### config.mk
export PLATFORM = sky130hd
export DESIGN_NAME = dac_link_ctrl
export DESIGN_NICKNAME = d
export VERILOG_FILES = /design/src/rtl/dac_link_pkg.sv /design/src/rtl/dac_link_ctrl_rate_tick.sv /design/src/rtl/dac_link_ctrl.sv
export SDC_FILE = /design/constraint.sdc
export NUM_CORES = 1
export LEC_CHECK = 0
export BUFFER_PORTS_ARGS = -buffer_cell sky130_fd_sc_hd__buf_2
export CAP_MARGIN = 20
export CELL_PAD_IN_SITES_DETAIL_PLACEMENT = 1
export CELL_PAD_IN_SITES_GLOBAL_PLACEMENT = 2
export CORE_MARGIN = 4
export CORE_UTILIZATION = 27
export CTS_CLUSTER_DIAMETER = 40
export DETAILED_ROUTE_END_ITERATION = 16
export GPL_TIMING_DRIVEN = 0
export PLACE_DENSITY = 0.73
export SYNTH_ARGS = -nofsm -noshare
export SYNTH_HDL_FRONTEND = slang
export SYNTH_HIERARCHICAL = 1
export SYNTH_SLANG_ARGS = --single-unit
### constraint.sdc
create_clock -name sys_clk -period 1.9 [get_ports sys_clk]
set_clock_uncertainty 0.05 [all_clocks]
set_input_delay 0.095 -clock sys_clk [delete_from_list [all_inputs] [get_ports sys_clk]]
set_output_delay 0.095 -clock sys_clk [all_outputs]
set_load 0.1 [all_outputs]
### src/rtl/dac_link_pkg.sv
// dac_link_pkg: shared types and constants for the DAC SPI link frame scheduler.
// Holds the link FSM state encoding, the DAC power-state codes and the
// minimum sample-divider formula. Works with the optional build macro
// DAC_LINK_OVERRUN_CNT_EN used by dac_link_ctrl.

package dac_link_pkg;

   // Link FSM: IDLE waits for work, LOAD strobes the shifter, then the
   // chip select is followed low and back high before the link is free.
   typedef enum logic [1:0] {
      ST_IDLE      = 2'd0,
      ST_LOAD      = 2'd1,
      ST_WAIT_LOW  = 2'd2,
      ST_WAIT_HIGH = 2'd3
   } link_state_e;

   // DAC power-state codes carried in every frame.
   localparam logic [1:0] PWR_NORMAL    = 2'b00;
   localparam logic [1:0] PWR_DOWN_1K   = 2'b01;
   localparam logic [1:0] PWR_DOWN_100K = 2'b10;
   localparam logic [1:0] PWR_DOWN_HIZ  = 2'b11;

   // Shortest sample period that still lets a whole frame (load, chip
   // select low for two words' worth of clocks, handshake back to idle)
   // finish before the next tick.
   function automatic int min_sample_div(input int word_width);
      return 2 * (word_width + 2) + 4;
   endfunction

endpackage

### src/rtl/dac_link_ctrl_rate_tick.sv
// dac_rate_tick: sample-rate divider for the DAC link.
// Counts 0..SAMPLE_DIV-1 while enabled and flags the last count as a tick.
// The counter is parked at zero while disabled so the first tick after
// enabling always lands a full period later.

module dac_rate_tick #(
   parameter int SAMPLE_DIV = 64
) (
   input  logic clk_i,
   input  logic rst_n_i,
   input  logic enable_i,
   output logic tick_o
);

   localparam int CW = (SAMPLE_DIV > 1) ? $clog2(SAMPLE_DIV) : 1;
   localparam logic [CW-1:0] LAST = CW'(SAMPLE_DIV - 1);

   logic [CW-1:0] count_q;
   logic [CW-1:0] count_d;

   // Next count: hold at zero when disabled, wrap after the last count.
   always_comb begin
      count_d = count_q;
      if (!enable_i) begin
         count_d = '0;
      end else if (count_q == LAST) begin
         count_d = '0;
      end else begin
         count_d = count_q + CW'(1);
      end
   end

   // Counter register with synchronous active-low reset.
   always_ff @(posedge clk_i) begin
      if (!rst_n_i) begin
         count_q <= '0;
      end else begin
         count_q <= count_d;
      end
   end

   assign tick_o = (count_q == LAST) && enable_i;

endmodule

### src/rtl/dac_link_ctrl.sv
// dac_link_ctrl: frame scheduler between the DDS sample stream and the SPI
// main shifter of the DAC link. Paces samples at SAMPLE_DIV, merges power
// state changes into frames and watches the shifter's chip select.
// Optional build macro DAC_LINK_OVERRUN_CNT_EN adds a saturating
// overrun_count output.

module dac_link_ctrl
   import dac_link_pkg::*;
#(
   parameter int         WORD_WIDTH = 16,
   parameter int         SAMPLE_DIV = 64,
   parameter logic [1:0] PWR_RESET  = PWR_NORMAL
) (
   input  logic                  sys_clk,
   input  logic                  rst_n,
   input  logic                  enable,
   input  logic [WORD_WIDTH-1:0] sample_in,
   input  logic                  sample_valid,
   output logic                  sample_ready,
   input  logic                  pwr_req,
   input  logic [1:0]            pwr_state_in,
   output logic                  pwr_ack,
   output logic                  spi_load,
   output logic [WORD_WIDTH-1:0] spi_word,
   output logic [1:0]            spi_power,
   input  logic                  spi_csb,
   output logic                  overrun,
`ifdef DAC_LINK_OVERRUN_CNT_EN
   output logic [15:0]           overrun_count,
`endif
   output logic                  underrun
);

   // A divider shorter than one frame would make every tick collide.
   if (SAMPLE_DIV < min_sample_div(WORD_WIDTH)) begin : g_div_check
      $error("dac_link_ctrl: SAMPLE_DIV too small for WORD_WIDTH");
   end

   logic tick;

   dac_rate_tick #(
      .SAMPLE_DIV(SAMPLE_DIV)
   ) u_rate_tick (
      .clk_i   (sys_clk),
      .rst_n_i (rst_n),
      .enable_i(enable),
      .tick_o  (tick)
   );

   link_state_e state_q, state_d;
   logic        launch;

   logic                  full_q, full_d;
   logic [WORD_WIDTH-1:0] hold_q, hold_d;
   logic [WORD_WIDTH-1:0] last_word_q, last_word_d;
   logic                  tick_pend_q, tick_pend_d;
   logic                  pwr_pend_q, pwr_pend_d;
   logic [1:0]            new_power_q, new_power_d;
   logic [1:0]            cur_power_q, cur_power_d;
   logic                  ready_q, ready_d;
   logic                  load_q, load_d;
   logic                  ack_q, ack_d;
   logic                  overrun_q, overrun_d;
   logic                  underrun_q, underrun_d;

   logic tick_frame;
   logic pwr_new;

   // FSM state register.
   always_ff @(posedge sys_clk) begin
      if (!rst_n) begin
         state_q <= ST_IDLE;
      end else begin
         state_q <= state_d;
      end
   end

   // Next-state logic; a frame only launches while the shifter is idle.
   always_comb begin
      state_d = state_q;
      launch  = 1'b0;
      case (state_q)
         ST_IDLE: begin
            if ((tick_pend_q || tick || pwr_pend_q) && spi_csb) begin
               launch  = 1'b1;
               state_d = ST_LOAD;
            end
         end
         ST_LOAD: begin
            state_d = ST_WAIT_LOW;
         end
         ST_WAIT_LOW: begin
            if (!spi_csb) begin
               state_d = ST_WAIT_HIGH;
            end
         end
         ST_WAIT_HIGH: begin
            if (spi_csb) begin
               state_d = ST_IDLE;
            end
         end
         default: begin
            state_d = ST_IDLE;
         end
      endcase
   end

   assign tick_frame = tick_pend_q || tick;
   assign pwr_new    = pwr_req && (pwr_state_in != cur_power_q) && !pwr_pend_q;

   // Datapath: sample holding, pending flags and frame contents at launch.
   // A fresh power request arriving in the launch cycle is folded into
   // that frame so a coincident tick and request give a single frame.
   always_comb begin
      full_d      = full_q;
      hold_d      = hold_q;
      last_word_d = last_word_q;
      tick_pend_d = tick_pend_q;
      pwr_pend_d  = pwr_pend_q;
      new_power_d = new_power_q;
      cur_power_d = cur_power_q;
      load_d      = 1'b0;
      ack_d       = 1'b0;
      overrun_d   = tick && tick_pend_q;
      underrun_d  = 1'b0;

      if (sample_valid && !full_q) begin
         full_d = 1'b1;
         hold_d = sample_in;
      end

      if (tick) begin
         tick_pend_d = 1'b1;
      end

      if (pwr_new) begin
         pwr_pend_d  = 1'b1;
         new_power_d = pwr_state_in;
      end

      if (launch) begin
         load_d      = 1'b1;
         tick_pend_d = 1'b0;
         if (tick_frame) begin
            if (full_q) begin
               last_word_d = hold_q;
               full_d      = 1'b0;
            end else begin
               underrun_d = 1'b1;
            end
         end
         if (pwr_pend_q) begin
            cur_power_d = new_power_q;
            pwr_pend_d  = 1'b0;
            ack_d       = 1'b1;
         end else if (pwr_new) begin
            cur_power_d = pwr_state_in;
            pwr_pend_d  = 1'b0;
            ack_d       = 1'b1;
         end
      end

      ready_d = !full_d;
   end

   // Datapath and output registers with synchronous active-low reset.
   always_ff @(posedge sys_clk) begin
      if (!rst_n) begin
         full_q      <= 1'b0;
         hold_q      <= '0;
         last_word_q <= '0;
         tick_pend_q <= 1'b0;
         pwr_pend_q  <= 1'b0;
         new_power_q <= PWR_RESET;
         cur_power_q <= PWR_RESET;
         ready_q     <= 1'b1;
         load_q      <= 1'b0;
         ack_q       <= 1'b0;
         overrun_q   <= 1'b0;
         underrun_q  <= 1'b0;
      end else begin
         full_q      <= full_d;
         hold_q      <= hold_d;
         last_word_q <= last_word_d;
         tick_pend_q <= tick_pend_d;
         pwr_pend_q  <= pwr_pend_d;
         new_power_q <= new_power_d;
         cur_power_q <= cur_power_d;
         ready_q     <= ready_d;
         load_q      <= load_d;
         ack_q       <= ack_d;
         overrun_q   <= overrun_d;
         underrun_q  <= underrun_d;
      end
   end

`ifdef DAC_LINK_OVERRUN_CNT_EN
   logic [15:0] ovr_count_q, ovr_count_d;

   // Saturating count of overrun pulses, aligned with the pulse output.
   always_comb begin
      ovr_count_d = ovr_count_q;
      if (overrun_d && (ovr_count_q != 16'hFFFF)) begin
         ovr_count_d = ovr_count_q + 16'd1;
      end
   end

   // Overrun counter register.
   always_ff @(posedge sys_clk) begin
      if (!rst_n) begin
         ovr_count_q <= 16'd0;
      end else begin
         ovr_count_q <= ovr_count_d;
      end
   end

   assign overrun_count = ovr_count_q;
`endif

   // The word and power registers only change at launch, so they stay
   // stable for the shifter from LOAD until the next frame.
   assign sample_ready = ready_q;
   assign pwr_ack      = ack_q;
   assign spi_load     = load_q;
   assign spi_word     = last_word_q;
   assign spi_power    = cur_power_q;
   assign overrun      = overrun_q;
   assign underrun     = underrun_q;

endmodule

# ---- After elaboration in Yosys (flattened, before gate mapping)
# Index checks and enable logic that the tools add are counted.
dict set report op_classes {
  muxes 20
  addsub 1
  multipliers 0
  bitwise 2
  n_eq_ne 8
  shift 0
  reduce_logical 20
  n_lt_le_gt_ge 0
  div_mod_pow 0
}
# operator count
set op_table {}
lappend op_table {{$mux W1} 14}
lappend op_table {{$mux W2} 5}
lappend op_table {{$reduce_and A3 Y1} 3}
lappend op_table {{$pmux W2 S4} 1}
lappend op_table {{$add A6 B1 Y6 const B} 1}
lappend op_table {{$eq A6 B6 Y1 const B} 1}
lappend op_table {{$logic_and A1 B1 Y1} 6}
lappend op_table {{$ne A2 B2 Y1 const B} 3}
lappend op_table {{$eq A2 B2 Y1 const B} 2}
lappend op_table {{$reduce_and A2 Y1} 2}
lappend op_table {{$logic_not A1 Y1} 3}
lappend op_table {{$reduce_or A3 Y1} 1}
lappend op_table {{$eq A2 B1 Y1 const B} 1}
lappend op_table {{$logic_not A2 Y1} 1}
lappend op_table {{$logic_or A1 B1 Y1} 2}
lappend op_table {{$ne A2 B2 Y1} 1}
lappend op_table {{$not A1 Y1} 2}
lappend op_table {{$reduce_bool A2 Y1} 1}
lappend op_table {{$reduce_or A2 Y1} 1}
dict set report word_totals {
  n_memories 0
  latch_bits 0
  output_inout_bits 23
  input_bits 24
  word_cells 65
  ramBits 0
  regBits 52
  rom_bits 0
}

# ---- Longest topological paths before layout
dict set report depth {
  word_depth 9
  depth_mapped 8
  depth_no_buf 7
}

# ---- Cells and area by module
# The synthesis kept the hierarchy.
# mod area_each_um2 seq_area_each_um2 n_inst cells_per_inst
set modules_own_cells {}
lappend modules_own_cells {dac_link_ctrl 1741.7 920.9 1 211}
lappend modules_own_cells {dac_rate_tick 245.2 120.1 1 28}

# ---- Least setup slack after synthesis
# Ideal clock, no wire load.
dict set report synth_timing {
  kind {reg2reg}
  startpoint {reg cur_power_q[0] (netlist: spi_power[0])}
  endpoint {reg cur_power_q[0] (netlist: spi_power[0])}
  setup_time_ns 0.072
  synth_period_minus_slack_ns 1.849
  arrival_ns 1.727
  path_stages_with_launch 5
  path_buffers 0
  path_slack_ns 0.051
  required_ns 1.778
  path_cell_list {dfxtp_1 -> xnor2_1 -> a21oi_1 -> a32oi_1 -> mux2i_1}
}
dict set report synth_via {
  elab_chain_cells 5
}
# item line
set synth_rtl {}
lappend synth_rtl {{from (decl)} dac_link_ctrl.sv:59} ;# logic [1:0] cur_power_q, cur_power_d;
lappend synth_rtl {{from (signal assigned)} dac_link_ctrl.sv:188} ;# cur_power_q <= cur_power_d;
lappend synth_rtl {{$ne A2 B2 Y1} dac_link_ctrl.sv:109} ;# assign pwr_new = pwr_req && (pwr_state_in != cur_power_q) && !pwr_pend_q;
lappend synth_rtl {{$logic_and A1 B1 Y1 (2 in a row)} dac_link_ctrl.sv:109}
lappend synth_rtl {{$reduce_bool A2 Y1 (no line)} --}
lappend synth_rtl {{$reduce_and A2 Y1 (no line)} --}
# Every way passes these cells.
# A chain may end at the register's enable or synchronous reset.

# ---- Final worst setup path
dict set report layout_timing {
  startpoint {reg u_rate_tick.count_q[0]}
  endpoint {reg last_word_q[7] (netlist: spi_word[7])}
}
dict set report layout_via {
  elab_chain_cells 8
}
# item line
set layout_rtl {}
lappend layout_rtl {{from (decl)} dac_link_ctrl_rate_tick.sv:18} ;# logic [CW-1:0] count_q;
lappend layout_rtl {{from (signal assigned)} dac_link_ctrl_rate_tick.sv:38} ;# count_q <= count_d;
lappend layout_rtl {{$eq A6 B6 Y1 (*)} dac_link_ctrl_rate_tick.sv:42} ;# assign tick_o = (count_q == LAST) && enable_i;
lappend layout_rtl {{$logic_and A1 B1 Y1 (*)} dac_link_ctrl_rate_tick.sv:42}
lappend layout_rtl {{via tick} dac_link_ctrl.sv:39} ;# logic tick;
lappend layout_rtl {{$logic_or A1 B1 Y1 (*)} {dac_link_ctrl.sv:84, dac_link_ctrl.sv:108}}
lappend layout_rtl {{$logic_or A1 B1 Y1} dac_link_ctrl.sv:84} ;# if ((tick_pend_q || tick || pwr_pend_q) && spi_csb) begin
lappend layout_rtl {{$logic_and A1 B1 Y1} dac_link_ctrl.sv:84}
lappend layout_rtl {{$mux W1} dac_link_ctrl.sv:84}
lappend layout_rtl {{$mux W1} dac_link_ctrl.sv:82} ;# case (state_q)
lappend layout_rtl {{$reduce_and A3 Y1 (no line) (*)} --}
lappend layout_rtl {{to (signal assigned)} dac_link_ctrl.sv:184} ;# last_word_q <= last_word_d;
lappend layout_rtl {{to (decl)} dac_link_ctrl.sv:55} ;# logic [WORD_WIDTH-1:0] last_word_q, last_word_d;
# The timed path passes the listed nets; every way through them passes the cells marked *.

==> results.toml <==
[routing]
drtPass1Iterations = 4
drc = 0
first_iter_violations = 58
vias = 1780
ant_nets = 0
post_drt_wl_per_cell_um = 12.1
vias_per_cell = 4.33
totalWireLength_um = 4970

[sta]
slew_violations = 0
fin_crit_sh_pct = 91.3
slew_headroom_pct = 63.3
tightest_slew_ns = 0.551
timing.hold.ws_ns = 0.00940
max_freq_ghz = 0.577
fin_setup_tns_ns = 0
rsz0062_at_grt = "false"
finalHoldViolCount = 0
fin_ws_ns = 0.166
fin_crit_ns = 1.73
setup_viol = 0

[critical_path]
cp_max_fo = 5
timing.critical_path.from = "u_rate_tick/count_q[0]$_SDFF_PP0_"
crit_path_end_kind = "register"
crit_type = "reg -> reg"
r2r_cells = 8
critPathLaunchType = "register"
cp.required_ns = 2.09
crit_arrival_ns = 1.92
r2r-start = "u_rate_tick/count_q[0]$_SDFF_PP0_"
crit_end = "spi_word[7]$_SDFFE_PN0P_"
r2r-end = "spi_word[7]$_SDFFE_PN0P_"
ff2ff_setup_slack_ns = 0.17

[global_route]
antenna_found_initial = 0
grt_pass1_vias = 1761
overflow = 0
grt_first_pass_wirelength_um = 8220
grt_usage_pct = 11.8
grt_max_degree = 17

[cts]
clock_latency_ns = 0.31
numCtsBuffers = 5
path_clk_slew_ns = 0.09
h-tree-depth = 2
clockBufferDepth = 2
clock-root-buffer = "clkbuf_8"
clock-sinks = 52
tritoncts = "done"

[layout]
drive_gt1_share_pct = 23.7
fin_nets = 339
register_area_mm2 = 0.00104
diodes = 0
nFillCells = 907
multiInputGateArea_um2 = 885
utilization_pct = 37.1
syn2layout_area_growth_pct = 34.9

[floorplanning]
start_util_pct = 27.5
dieArea_mm2 = 0.00880
core_area_mm2 = 0.00721
fp.dieW_um = 93.8
num_rows = 31
num_io_pins = 47
die_h_um = 93.8

[power]
power.leakage_uw = 0.00111
irDropWorstVdd_mv = 0.284
power.density_mw_per_mm2 = 814

[yosys]
yosys_most_used_dff = "dfxtp_1"
synth_cells = 239
yosysUniqueCellTypes = 36
ys_ff_latch = 52
synth.cell_area_mm2 = 0.00199
yosysTopAreaCell = "dfxtp_1"
yosysSeqAreaShare_pct = 52.4
synth_edf_count = 0
yosysWarnings = 6
ys_top_cells_by_area = "dfxtp_1, nand2_1, a21oi_1, ha_1, nor2_1"
synth_top_area_share_pct = 52.4
synth_fp_nets = 267
synth.avg_cell_area_um2 = 8.31
async_flop_share_pct = 0

[hold_path]
hold_path.class = "in -> reg"

[placed_design]
gp_congestion = 0.731
pre_cts_ws_ns = -0.283
portBuffers = 45
place.detailed.hpwl_um = 3540

[status]
outcome = "finished clean"

[run]
maxCapViolCount = 0
[layer usage]
metal	global-route usage (%)	vias to the layer above	routed length (um)
met5	0	-	0
li1	-	928	-
met3	2.40	5	156
met1	15.4	822	2290
met2	19.5	25	2470
met4	3.61	0	57
[registers in the layout (all words and copies together) (netlist names)]
name and count:
hold_q 16, spi_word 16, u_rate_tick/count_q 6, new_power_q 2, spi_power 2, state_q 2, full_q 1, overrun 1
pwr_ack 1, pwr_pend_q 1, sample_ready 1, spi_load 1, tick_pend_q 1, underrun 1
[cell families after synthesis]
family	after synthesis	share of synthesized area (%)
flip-flops	52	52.4
adder cells (fa/ha/maj)	4	2.52
buffers and inverters	21	4.72
XOR/XNOR	5	2.20
AO/OA/AOI/OAI	50	13.9
multiplexers	2	1.01
AND/OR/NAND/NOR	105	23.3
[placed cells by master (no fill, tap or decap), types with 3 or more instances in the layout]
| master | instances |
|---|---|
| clkbuf_8 | 5 |
| dlygate4sd3_1 | 16 |
| nor2_1 | 10 |
| buf_2 | 48 |
| xnor2_1 | 3 |
| nand3_1 | 4 |
| inv_1 | 9 |
| buf_6 | 3 |
| a21oi_1 | 35 |
| o21ai_0 | 5 |
| nand2_1 | 70 |
| clkbuf_1 | 7 |
| nand2b_1 | 4 |
| ha_1 | 3 |
| buf_4 | 3 |
| dfxtp_1 | 50 |
[power breakdown]
part	switching, uW	internal, uW
sequential	27.1	1130
clock	367	398
combinational	160	101
[final cells by class]
| class | count | area share [%] |
|---|---|---|
| Buffer | 11 | 2.10 |
| Clock buffer | 6 | 2.71 |
| Clock inverter | 2 | 1.45 |
| Inverter | 10 | 1.40 |
| Multi-Input combinational cell | 166 | 33.0 |
| Sequential cell | 52 | 38.9 |
| Tap cell | 99 | 4.62 |
| Timing Repair Buffer | 65 | 15.8 |
[through the flow]
stage / instances / instance area, um2 / power (uW)
5_1_grt: 411 / 2680 / 2300
6_report: 411 / 2680 / 2180
2_1_floorplan: 239 / 1990 / 1340
3_5_place_dp: 383 / 2340 / 1420
4_1_cts: 409 / 2630 / 2210
3_3_place_gp: 383 / 2340 / 1410
[worst max-delay path: stages, from the launching register on]
cell	delay [ns]
dfxtp_2	0.36
ha_4	0.15
nand2_2	0.07
nor3_4	0.25
nor2_2	0.09
nor3b_4	0.33
buf_6	0.18
nand2_1	0.08
a21oi_2	0.12
[repair_timing]
action | 4_1_cts | 5_1_grt
hold buffers | 16 | 0
gates cloned | 0 | 1
hold endpoints to repair | 16 | 0
pin swaps | 1 | 2
setup buffers | 2 | 1
endpoints found under the setup margin | 19 | 20
resized for setup | 1 | 12
[worst min-delay path by stage]
stage                    start                     endpoint  slack (ns)  depth (start not counted)
2_1_floorplan  pwr_state_in[0]  new_power_q[0]$_SDFFE_PN0P_        0.18                          2
3_3_place_gp     sample_in[15]      hold_q[15]$_SDFFE_PN0P_        0.29                          3
3_5_place_dp      sample_in[6]       hold_q[6]$_SDFFE_PN0P_        0.29                          3
4_1_cts        pwr_state_in[1]  new_power_q[1]$_SDFFE_PN0P_       0.002                          3
5_1_grt        pwr_state_in[1]  new_power_q[1]$_SDFFE_PN0P_        0.02                          3
6_report       pwr_state_in[0]  new_power_q[0]$_SDFFE_PN0P_       0.009                          3
[synth_stat cells (all sizes together) (3+ instances only)]
master and number:
ha 4, nand2b 4, dfxtp 52, nor3 3, nand3 5, inv 9
nor2 11, nand2 72, a21oi 37, xnor2 3, clkbuf 6, o21ai 5
buf 5
(Power assumes the default switching activity.)
